## src/rtl/r_rom_byte_link.sv

```systemverilog
// Byte link between the R-ROM TileLink frontend and the FT232H FIFOs: serialises one read command
// frame, collects the little-endian response bytes and returns one word, with a dead-link timeout.

module r_rom_byte_lane #(
  parameter int LANE = 0,
  parameter int CW   = 4
) (
  input  logic          clk,
  input  logic          rst,
  input  logic          clr,
  input  logic          cap,
  input  logic [CW-1:0] recv,
  input  logic [7:0]    dout,
  output logic [7:0]    q
);
  always_ff @(posedge clk) begin
    if (rst || clr)                    q <= '0;
    else if (cap && recv == CW'(LANE)) q <= dout;
  end
endmodule

module r_rom_byte_link #(
  parameter int         ADDR_BYTES = 8,
  parameter int         DATA_BYTES = 8,
  parameter logic [7:0] CMD_READ   = 8'h01,
  parameter int         TIMEOUT    = 1024
) (
  input  logic                    clk,
  input  logic                    rst,
  input  logic                    req_valid,
  output logic                    req_ready,
  input  logic [8*ADDR_BYTES-1:0] req_addr,
  input  logic                    full,
  output logic                    wr_en,
  output logic [7:0]              din,
  input  logic                    empty,
  output logic                    rd_en,
  input  logic [7:0]              dout,
  output logic                    rsp_valid,
  input  logic                    rsp_ready,
  output logic [8*DATA_BYTES-1:0] rsp_data,
  output logic                    rsp_err
);
  localparam int FW = 8 * (ADDR_BYTES + 1);
  localparam int IW = $clog2(ADDR_BYTES + 2);
  localparam int CW = $clog2(DATA_BYTES + 1);
  localparam int TW = (TIMEOUT > 2) ? $clog2(TIMEOUT) : 1;
  localparam logic [IW-1:0] LAST_IDX  = IW'(ADDR_BYTES);
  localparam logic [CW-1:0] NBYTES    = CW'(DATA_BYTES);
  localparam logic [CW-1:0] LAST_RECV = CW'(DATA_BYTES - 1);
  localparam logic [TW-1:0] T_LAST    = TW'(TIMEOUT - 1);

  typedef enum logic [1:0] {IDLE, SEND, RECV, RESP} state_t;
  state_t state, state_nxt;

  logic [FW-1:0] frame;
  logic [IW-1:0] idx;
  logic [CW-1:0] issued, recv;
  logic [TW-1:0] tcnt;
  logic          pend, cap, last_cap, tmo, rd_recv, accept;
  logic [DATA_BYTES-1:0][7:0] data_q;

  // pend marks a RECV read whose byte shows up on dout this cycle
  assign cap      = (state == RECV) && pend;
  assign last_cap = cap && (recv == LAST_RECV);
  assign tmo      = (state == RECV) && (tcnt == T_LAST);
  assign accept   = (state == IDLE) && req_valid && req_ready;

  always_ff @(posedge clk) begin
    if (rst) state <= IDLE;
    else     state <= state_nxt;
  end

  always_comb begin
    state_nxt = state;
    case (state)
      IDLE:    if (accept)                     state_nxt = SEND;
      SEND:    if (wr_en && idx == LAST_IDX)   state_nxt = RECV;
      RECV:    if (last_cap || tmo)            state_nxt = RESP;
      RESP:    if (rsp_ready)                  state_nxt = IDLE;
      default:                                 state_nxt = IDLE;
    endcase
  end

  // outputs are forced quiet while rst is high so an abort is visible at once
  always_comb begin
    req_ready = 1'b0;
    wr_en     = 1'b0;
    din       = 8'h00;
    rd_en     = 1'b0;
    rd_recv   = 1'b0;
    rsp_valid = 1'b0;
    if (!rst) begin
      case (state)
        IDLE: begin
          req_ready = empty;
          rd_en     = !empty;
        end
        SEND: begin
          wr_en = !full;
          din   = full ? 8'h00 : frame[7:0];
        end
        RECV: begin
          // no new read in the timeout cycle: its byte would land after we left RECV
          rd_recv = !empty && (issued < NBYTES) && !tmo;
          rd_en   = rd_recv;
        end
        RESP:    rsp_valid = 1'b1;
        default: ;
      endcase
    end
  end

  always_ff @(posedge clk) begin
    if (rst) begin
      frame   <= '0;
      idx     <= '0;
      issued  <= '0;
      recv    <= '0;
      tcnt    <= '0;
      pend    <= 1'b0;
      rsp_err <= 1'b0;
    end else begin
      pend <= rd_recv;
      case (state)
        IDLE: if (accept) begin
          frame   <= {req_addr, CMD_READ};
          idx     <= '0;
          issued  <= '0;
          recv    <= '0;
          rsp_err <= 1'b0;
        end
        SEND: begin
          tcnt <= '0;
          if (wr_en) begin
            frame <= frame >> 8;
            idx   <= idx + 1'b1;
          end
        end
        RECV: begin
          if (rd_recv) issued <= issued + 1'b1;
          if (cap) begin
            recv <= recv + 1'b1;
            tcnt <= '0;
          end else begin
            tcnt <= tcnt + 1'b1;
          end
          if (state_nxt == RESP) rsp_err <= !last_cap;
        end
        default: ;
      endcase
    end
  end

  for (genvar k = 0; k < DATA_BYTES; k++) begin : g_lane
    r_rom_byte_lane #(.LANE(k), .CW(CW)) u_lane (
      .clk  (clk),
      .rst  (rst),
      .clr  (accept),
      .cap  (cap),
      .recv (recv),
      .dout (dout),
      .q    (data_q[k])
    );
  end

  assign rsp_data = data_q;
endmodule

```

## config.mk

```make
export PLATFORM = sky130hd
export DESIGN_NAME = r_rom_byte_link
export DESIGN_NICKNAME = d
export VERILOG_FILES = /design/src/rtl/r_rom_byte_link.sv
export SDC_FILE = /design/constraint.sdc
export NUM_CORES = 1
export LEC_CHECK = 0
export CAP_MARGIN = 5
export CORE_ASPECT_RATIO = 1.75
export CORE_MARGIN = 5
export CORE_UTILIZATION = 46
export DETAILED_ROUTE_END_ITERATION = 7
export PLACE_DENSITY = 0.83
export SLEW_MARGIN = 20
export SYNTH_ARGS = -nofsm -noshare
export SYNTH_HDL_FRONTEND = slang
export SYNTH_SLANG_ARGS = --single-unit
```

## constraint.sdc

```tcl
create_clock -name clk -period 2 [get_ports clk]
set_clock_uncertainty 0.2 [all_clocks]
set_input_delay 0.2 -clock clk [delete_from_list [all_inputs] [get_ports clk]]
set_output_delay 0.2 -clock clk [all_outputs]
set_load 0.02 [all_outputs]
```

=== Word-level counts from Yosys, hierarchy flattened ===
Cells that the tools add are included.

* Bits in registers: 162
* Bits in latches: 0
* Bits in writable memories: 0
* ROM bits: 0
* Input bits: 78
* Output and inout bits: 77
* Memories kept: 0

* $add $sub $neg: 4
* Multiply operators: 0
* Divide/modulo/power cells: 0
* Order comparisons: 1
* Equal/unequal tests: 18
* Shift operators: 0
* Mux-type cells: 33
* Bitwise gates (word level): 0
* Reduce and logical (&&, ||, !) cells: 30

{| class="wikitable"
|+ Operator list
! operator !! count
|-
| 2-to-1 mux 72 bit || 2
|-
| case mux 72 bit (2 select lines) || 1
|-
| 2-to-1 mux 8 bit || 3
|-
| case mux 4 bit (2 select lines) || 3
|-
| case mux 10 bit (2 select lines) || 1
|-
| equality test 4 x 3 -> 1 bit (second input constant) || 4
|-
| 2-to-1 mux 4 bit || 4
|-
| logical AND 1 bit || 15
|-
| adder 4 x 1 -> 4 bit (second input constant) || 3
|-
| AND reduction 3 bit || 4
|-
| 2-to-1 mux 1 bit || 11
|-
| adder 10 x 1 -> 10 bit (second input constant) || 1
|-
| equality test 10 bit (second input constant) || 1
|-
| 2-to-1 mux 10 bit || 1
|-
| equality test 4 x 2 -> 1 bit (second input constant) || 2
|-
| 2-to-1 mux 2 bit || 4
|-
| case mux 2 bit (4 select lines) || 1
|-
| equality test 2 bit (second input constant) || 3
|-
| != test 2 x 1 -> 1 bit (second input constant) || 3
|-
| nonzero test 2 bit || 3
|-
| equality test 4 x 1 -> 1 bit (second input constant) || 1
|-
| equality test 4 bit (second input constant) || 1
|-
| zero test 1 bit || 4
|-
| zero test 4 bit || 1
|-
| 6 further kinds || 9
|}

=== Logic depth before layout (Yosys ltp) ===
Gate-level depths: netlist of run 1.

* Depth in word-level cells: 9
* Gate-level depth with buffers: 10
* Gate-level depth less buffers: 6

=== By module ===
From an unflattened synthesis of run 1, not the netlist that was laid out.

* Cells, all modules: 828
* Area total of the unflattened synthesis: 7,813.7 µm²

{| class="wikitable"
|+ Modules (own cells, without submodules)
! module !! instances !! cells each !! area an instance (µm²)
|-
| r_rom_byte_link || 1 || 520 || 4,595.7
|-
| r_rom_byte_lane at g_lane[3].u_lane ... || 3 || 38 || 427.9
|-
| r_rom_byte_lane at g_lane[1].u_lane ... || 3 || 39 || 362.8
|-
| r_rom_byte_lane at g_lane[7].u_lane || 1 || 38 || 425.4
|-
| r_rom_byte_lane at g_lane[0].u_lane || 1 || 39 || 420.4
|}

=== Worst setup path after synthesis of run 1 ===
Ideal clock, no wire load.

* Kind: flip-flop to flip-flop
* From: register state[0]
* To: register recv[1]
* Library setup time: 65 ps
* Data arrival time: 1,840 ps
* Data required time: 1,735 ps
* Slack: -105 ps
* Stages on the path, launching flop included: 8
* Buffers on the path: 1
* Clock period less this slack: 2,105 ps
* Cell sequence: dfxtp_1 > inv_1 > ha_1 > buf_6 > nor2b_2 > a211oi_1 > mux2_2 > nor2_1

* Word-level cells in the longest chain between the ends: 6

{| class="wikitable"
|+ RTL lines
! element !! line !! RTL
|-
| start, declared || 54 || <nowiki>state_t state, state_nxt;</nowiki>
|-
| start signal, assigned || 71 || <nowiki>else state <= state_nxt;</nowiki>
|-
| zero test 2 bit || 67, 94, 125 ||
|-
| 2-to-1 mux 1 bit || 94 || <nowiki>case (state)</nowiki>
|-
| 2-to-1 mux 1 bit || 93 || <nowiki>if (!rst) begin</nowiki>
|-
| logical AND 1 bit || 67 || <nowiki>assign accept = (state == IDLE) && req_valid && req_ready;</nowiki>
|-
| != test 2 x 1 -> 1 bit (no source line) || - ||
|-
| AND reduction 3 bit (no source line) || - ||
|-
| end signal, assigned || 143 || <nowiki>recv <= recv + 1'b1;</nowiki>
|-
| end, declared || 58 || <nowiki>logic [CW-1:0] issued, recv;</nowiki>
|}

Parallel ways exist; a longest one is shown, timed or not.
A chain may end at the register's enable or synchronous reset.

=== Worst setup path after layout of run 1 ===
* From: register state[1]
* To: register frame[20]

* Word-level cells in the longest chain between the ends: 6

{| class="wikitable"
|+ RTL lines
! element !! line !! RTL
|-
| zero test 2 bit || 67, 94, 125 ||
|-
| 2-to-1 mux 1 bit || 94 ||
|-
| 2-to-1 mux 1 bit || 93 ||
|-
| logical AND 1 bit || 67 ||
|-
| != test 2 x 1 -> 1 bit (no source line) || - ||
|-
| AND reduction 3 bit (no source line) || - ||
|-
| end signal, assigned || 127 || <nowiki>frame <= {req_addr, CMD_READ};</nowiki>
|-
| end signal, assigned || 136 || <nowiki>frame <= frame >> 8;</nowiki>
|-
| end, declared || 56 || <nowiki>logic [FW-1:0] frame;</nowiki>
|}

Parallel ways exist; a longest one is shown, timed or not.

==> impl_metrics.json, run 1 <==
{
  "tightest_slew_ns": 1.04,
  "finalPower_w": 0.0124,
  "grt_pass1_vias": 6639,
  "fmax_mhz": 468,
  "rsz0062_at_grt": "yes",
  "gp_congestion": 0.839,
  "port_buffers": 154,
  "whs_ns": 0.0612,
  "antenna_found_initial": 0,
  "synthTopCellsByCount": "162 x dfxtp_1, 120 x nand2_1, 83 x a21oi_1",
  "clockRootBuffer": "clkbuf_16",
  "track_usage": 0.221,
  "status": "complete, but fails checks",
  "powerDensity_nw_per_um2": 1120,
  "ff2ff_path_depth": 11,
  "crit_path_frequent_cell": "buf_12",
  "period_share": 1.07,
  "fin_ws_ns": -0.135,
  "dominantRegCellSynth": "dfxtp_1",
  "grt_pass1_wl_um": 33700,
  "synth_nets": 896,
  "die_height_um": 177,
  "critPathTopFamily": "buffers and inverters",
  "min_path_cells": 4,
  "routedWlPerCell_um": 18.9,
  "cts_tree": "done",
  "worstPathArrival_ns": 2.26,
  "nFillCells": 1063,
  "synth_seq_cells": 162,
  "cpPeakStageDelay_ns": 0.33,
  "ir_drop_mv": 0.748,
  "htree_levels": 4,
  "drv_cap": 0,
  "start_util": 0.465,
  "place_area_um2": 9340,
  "synth-seq-area-share": 0.444,
  "crit_fanout": 6,
  "antenna_cells": 0,
  "final_layout_size_suffix_gt1_frac": 0.309,
  "core_um2": 15700,
  "cts.sinks": 162,
  "num_vias": 6861,
  "drc": 0,
  "clk_latency_ns": 0.42,
  "yosys_warnings": 0,
  "yosys.area.top_type": "dfxtp_1",
  "wirelength_um": 23000,
  "cp_data_required_time_ns": 2.12,
  "clockBufferDepth": 2,
  "crit_type": "flop to flop",
  "clk_pin_slew_ns": 0.08,
  "violations": "negative setup slack",
  "final_area_um2": 11100,
  "cts_buffers": 17,
  "netlist-cell-type-count": 56,
  "netlist_instances": 806,
  "synth.most_common_cell": "dfxtp_1",
  "syn_area_um2": 7310,
  "worst-path-buf-inv": 6,
  "dp_hpwl_um": 14100,
  "final_hold_viol_count": 0,
  "final_util": 0.705,
  "holdCritPathClass": "input pin to flop",
  "postRouteAntennaNets": 0,
  "slew_headroom": 0.307,
  "path_cells": "inv_2 -> buf_6 -> ha_4 -> buf_6 -> a21oi_4 -> o211a_4 -> buf_12 -> buf_12 -> buf_12 -> nor2_4 -> a211oi_2",
  "die_area_um2": 18600,
  "crit_path_end_kind": "flop",
  "ios": 155,
  "power.leakage_nw": 3.93,
  "worstSetupStartpointType": "flop",
  "netlist_top_cells_area": "dfxtp_1 44%, a211oi_2 9.6%, mux2i_1 8.1%, nand2_1 6.2%, a21oi_1 5.7%",
  "syn_to_final_growth_pct": 51.7,
  "post-place-ws_ns": -0.137,
  "rows": 61,
  "grt_max_degree": 66,
  "syn_avg_cell_area_um2": 9.07,
  "finalSetupViolations": 48,
  "avgViaCountPerCell": 5.65,
  "synth_async_sr_flop_share": 0,
  "first_pass_iters": 5,
  "grt-ovfl-total": 0,
  "fin_crit_ns": 2.14,
  "first_iter_violations": 320,
  "final_max_slew_viol_count": 0,
  "die_w_um": 105,
  "slowest_stage": "dfxtp_2",
  "synth_top_area_share": 0.444,
  "worst-path-stages": 11,
  "synth_edf_count": 0,
  "layout.nets": 1104
}
==> stage by stage <==
stage	instances	TNS (ns)
finish	1215	-1.94
global placement	1144	-6.49
floorplan	806	0
global route	1215	-6.47
CTS	1208	-1.40
detailed placement	1144	-9.26
==> flip-flops by register name (all words and copies together) (netlist names) <==
signal	count
tcnt	10
rsp_err	1
recv	4
frame	72
g_lane.u_lane.q	64
state	2
pend	1
idx	4
issued	4
==> layer usage <==
layer | global-route usage | up-vias | routed length [µm]
met4 | 0.0832 | 0 | 811
met5 | 0 | - | 0
li1 | - | 3245 | -
met2 | 0.418 | 300 | 12500
met1 | 0.235 | 3263 | 8070
met3 | 0.0467 | 53 | 1620
==> final timing paths <==
kind	to	start	slack [ns]
hold reg to reg	g_lane[5].u_lane.q[3]	g_lane[5].u_lane.q[3]	0.25
setup / recovery	frame[20]	state[1]	-0.14
hold / removal	recv[2]	rst	0.06
setup reg to reg	frame[20]	state[1]	-0.14
==> where the power goes <==
part	leakage (nW)	switching (W)	internal, W	total [W]
logic	2.32	0.00242	0.00251	0.00493
registers	1.32	0.000440	0.00367	0.00411
clock network	0.283	0.00142	0.00199	0.00341
total	3.93	0.00428	0.00817	0.0124
==> layout by cell type, fill, tap and decap left out, types with 6 or more instances in the layout <==
master	netlist	final
buf_16	0	6
mux2i_1	59	58
a211oi_2	56	57
clkbuf_16	0	21
dfxtp_1	162	154
a21oi_2	1	9
nor2_4	0	27
inv_1	9	6
buf_6	11	22
a21oi_1	83	74
nand2_2	0	6
nand2_4	0	7
nand3b_1	10	10
clkdlybuf4s50_1	0	141
dfxtp_2	0	8
nand3_1	64	63
and3_4	0	7
buf_4	1	63
ha_1	12	8
nand2_1	120	107
nor2_2	0	21
nand2b_1	6	6
buf_12	0	15
nor2_1	80	32
==> cell type report <==
type,instances,area (µm²),area share
Clock buffer,18,429,0.0387
Clock inverter,13,178,0.0160
Inverter,9,33.8,0.00305
Multi-Input combinational cell,567,4210,0.379
Sequential cell,162,3250,0.293
Tap cell,189,236,0.0213
Timing Repair Buffer,257,2750,0.248
==> kinds of logic after synthesis <==
kind of cell,share of synthesized area
compound gates,0.187
fa+ha+maj,0.0205
flops,0.444
simple gates,0.198
xor+xnor,0.0108
mux,0.0839
buf+inv,0.0562
==> worst reg2reg max path, stage by stage, from the launching register on <==
cell	delay, ns
dfxtp_2	0.33
inv_2	0.04
buf_6	0.11
ha_4	0.16
buf_6	0.13
a21oi_4	0.17
o211a_4	0.24
buf_12	0.13
buf_12	0.14
buf_12	0.14
nor2_4	0.04
a211oi_2	0.23
==> repair_timing <==
| action | 4_1_cts | 5_1_grt |
|---|---|---|
| setup endpoints to repair | 120 | 128 |
| hold buffers | 1 | 0 |
| pin swaps | 19 | 54 |
| buffers inserted | 24 | 7 |
| gates resized for setup | 161 | 79 |
| hold endpoints to repair | 10 | 0 |
| gates cloned | 8 | 5 |
No activity file was read; power rests on OpenSTA's default activity.
==> inputs of run 2 (changes only) <==
- CORE_UTILIZATION: 46 -> 50
- DONT_BUFFER_PORTS: default -> 1
- PLACE_DENSITY: 0.83 -> 0.75
- TNS_END_PERCENT: default -> 5
==> impl_metrics.json, run 2 (synthesis results as in run 1) <==
{
  "holdCritPathClass": "input pin to flop",
  "reg2reg_slack_ns": 0.06,
  "antenna_found_initial": 3,
  "worstPathArrival_ns": 1.60,
  "drv_cap": 0,
  "place_area_um2": 7580,
  "finalSetupViolations": 0,
  "worstHoldStart": "rst",
  "worst-path-buf-inv": 3,
  "die_w_um": 101,
  "avgViaCountPerCell": 5.69,
  "powerDensity_nw_per_um2": 1210,
  "cpPeakStageDelay_ns": 0.34,
  "die_height_um": 170,
  "rsz0062_at_grt": "yes",
  "p_comb_frac": 0.319,
  "clockRootBuffer": "clkbuf_16",
  "slew_headroom": 0.680,
  "clockBufferDepth": 2,
  "drc": 0,
  "period_share": 1.00,
  "critPathLaunch": "state[0]",
  "fmax_mhz": 500,
  "power_frac_seq": 0.380,
  "reg_top3": "frame: 72 flops, g_lane.u_lane.q: 64 flops, tcnt: 10 flops",
  "ir_drop_mv": 0.957,
  "fin_crit_ns": 2.00,
  "worstSetupStartpointType": "flop",
  "crit_fanout": 5,
  "switchingPower_w": 0.00341,
  "final_max_slew_viol_count": 0,
  "crit_path_end_kind": "output port",
  "track_usage": 0.208,
  "die_area_um2": 17200,
  "crit_type": "flop to output port",
  "ios": 155,
  "final_hold_viol_count": 82,
  "grt_pass1_wl_um": 28700,
  "grt-ovfl-total": 0,
  "critPathTopFamily": "flip-flops",
  "rows": 58,
  "final_util": 0.596,
  "start_util": 0.509,
  "dp_hpwl_um": 12300,
  "r2r-start": "state[1]",
  "final_area_um2": 8570,
  "core_um2": 14400,
  "wirelength_um": 18100,
  "grt_max_degree": 88,
  "final_layout_size_suffix_gt1_frac": 0.220,
  "clockPowerShare": 0.301,
  "gp_congestion": 0.814,
  "final_cell_mix": "155 x dfxtp_1, 116 x nand2_1, 83 x a21oi_1",
  "crit_path_frequent_cell": "buf_6",
  "hold_buffers": 10,
  "power.leakage_nw": 2.83,
  "cts.sinks": 162,
  "tightest_slew_ns": 0.479,
  "finalPower_w": 0.0104,
  "postRouteAntennaNets": 0,
  "cp_data_required_time_ns": 1.60,
  "path_cells": "inv_2 -> ha_4 -> buf_6 -> buf_6 -> nand2b_4 -> nor2_1 -> o21a_2",
  "largest_reg_flops": 72,
  "whs_ns": -0.360,
  "clk_pin_slew_ns": 0.07,
  "clk_latency_ns": 0.42,
  "internal_power_w": 0.00695,
  "num_vias": 5746,
  "top_register": "frame",
  "first_pass_iters": 4,
  "htree_levels": 4,
  "routedWlPerCell_um": 18.0,
  "first_iter_violations": 171,
  "status": "complete, but fails checks",
  "layout_commonest_cell": "dfxtp_1",
  "layout.nets": 905,
  "slowest_stage": "dfxtp_2",
  "cts_buffers": 17,
  "cts_tree": "done",
  "port_buffers": 0,
  "syn_to_final_growth_pct": 17.2,
  "grt_pass1_vias": 5734,
  "violations": "negative hold slack",
  "swShare": 0.329
}
==> run 2: cell count changes in the layout (fill, tap and decap cells not counted), sizes merged <==
| cell | delta |
|---|---|
| diode | +2 |
| buf | -64 |
| o211a | -1 |
| clkdlybuf4s50 | -141 |
| bufinv | -2 |
| clkinvlp | +2 |
| dlygate4sd3 | +9 |
| clkinv | -1 |
| bufbuf | +2 |
| inv | +1 |
| clkbuf | -4 |
==> run 2: through the flow <==
stage | worst slack (ns) | setup TNS [ns] | std cells | hold WS (ns)
floorplan | -0.0293 | -0.586 | 806 | 0.164
finish | 0.000330 | 0 | 1009 | -0.360
CTS | -0.00884 | -0.00949 | 1004 | -0.372
global placement | -0.0160 | -0.0160 | 959 | 0.0728
global route | -0.0745 | -0.526 | 1009 | -0.378
detailed placement | -0.0579 | -0.101 | 959 | 0.0761
==> run 2: per-layer routing <==
metal | global-route usage | wire, µm
met1 | 0.210 | 6280
met2 | 0.385 | 9910
met3 | 0.0689 | 1530
met4 | 0.0799 | 389
met5 | 0 | 13
==> run 2: final cells by class <==
| cell class | count | area, µm² |
|---|---|---|
| Fill cell | 1221 | 5800 |
| Multi-Input combinational cell | 566 | 3820 |
| Sequential cell | 162 | 3260 |
| Timing Repair Buffer | 59 | 668 |
| Clock buffer | 18 | 429 |
| Tap cell | 180 | 225 |
| Clock inverter | 13 | 128 |
| Inverter | 9 | 33.8 |
| Antenna cell | 2 | 5.00 |
==> run 2: final timing paths <==
| path | to | cells after the start |
|---|---|---|
| setup / recovery | rd_en | 7 |
| hold / removal | frame[24] | 1 |
| setup reg to reg | issued[0] | 7 |
| hold reg to reg | frame[1] | 2 |
==> run 2: power by group through the flow <==
stage	logic, W	clock network, W	registers, W
finish	0.00331	0.00312	0.00394
floorplan	0.00238	0	0.00392
CTS	0.00320	0.00318	0.00393
detailed placement	0.00286	0	0.00399
global route	0.00364	0.00332	0.00398
global placement	0.00279	0	0.00397
==> run 2: repair_timing <==
| action | CTS | global route |
|---|---|---|
| pin swaps | 3 | 20 |
| buffers inserted | 3 | 2 |
| hold endpoints to repair | 147 | 82 |
| gates cloned | 2 | 1 |
| endpoints found under the setup margin | 43 | 106 |
| gates resized for setup | 41 | 18 |
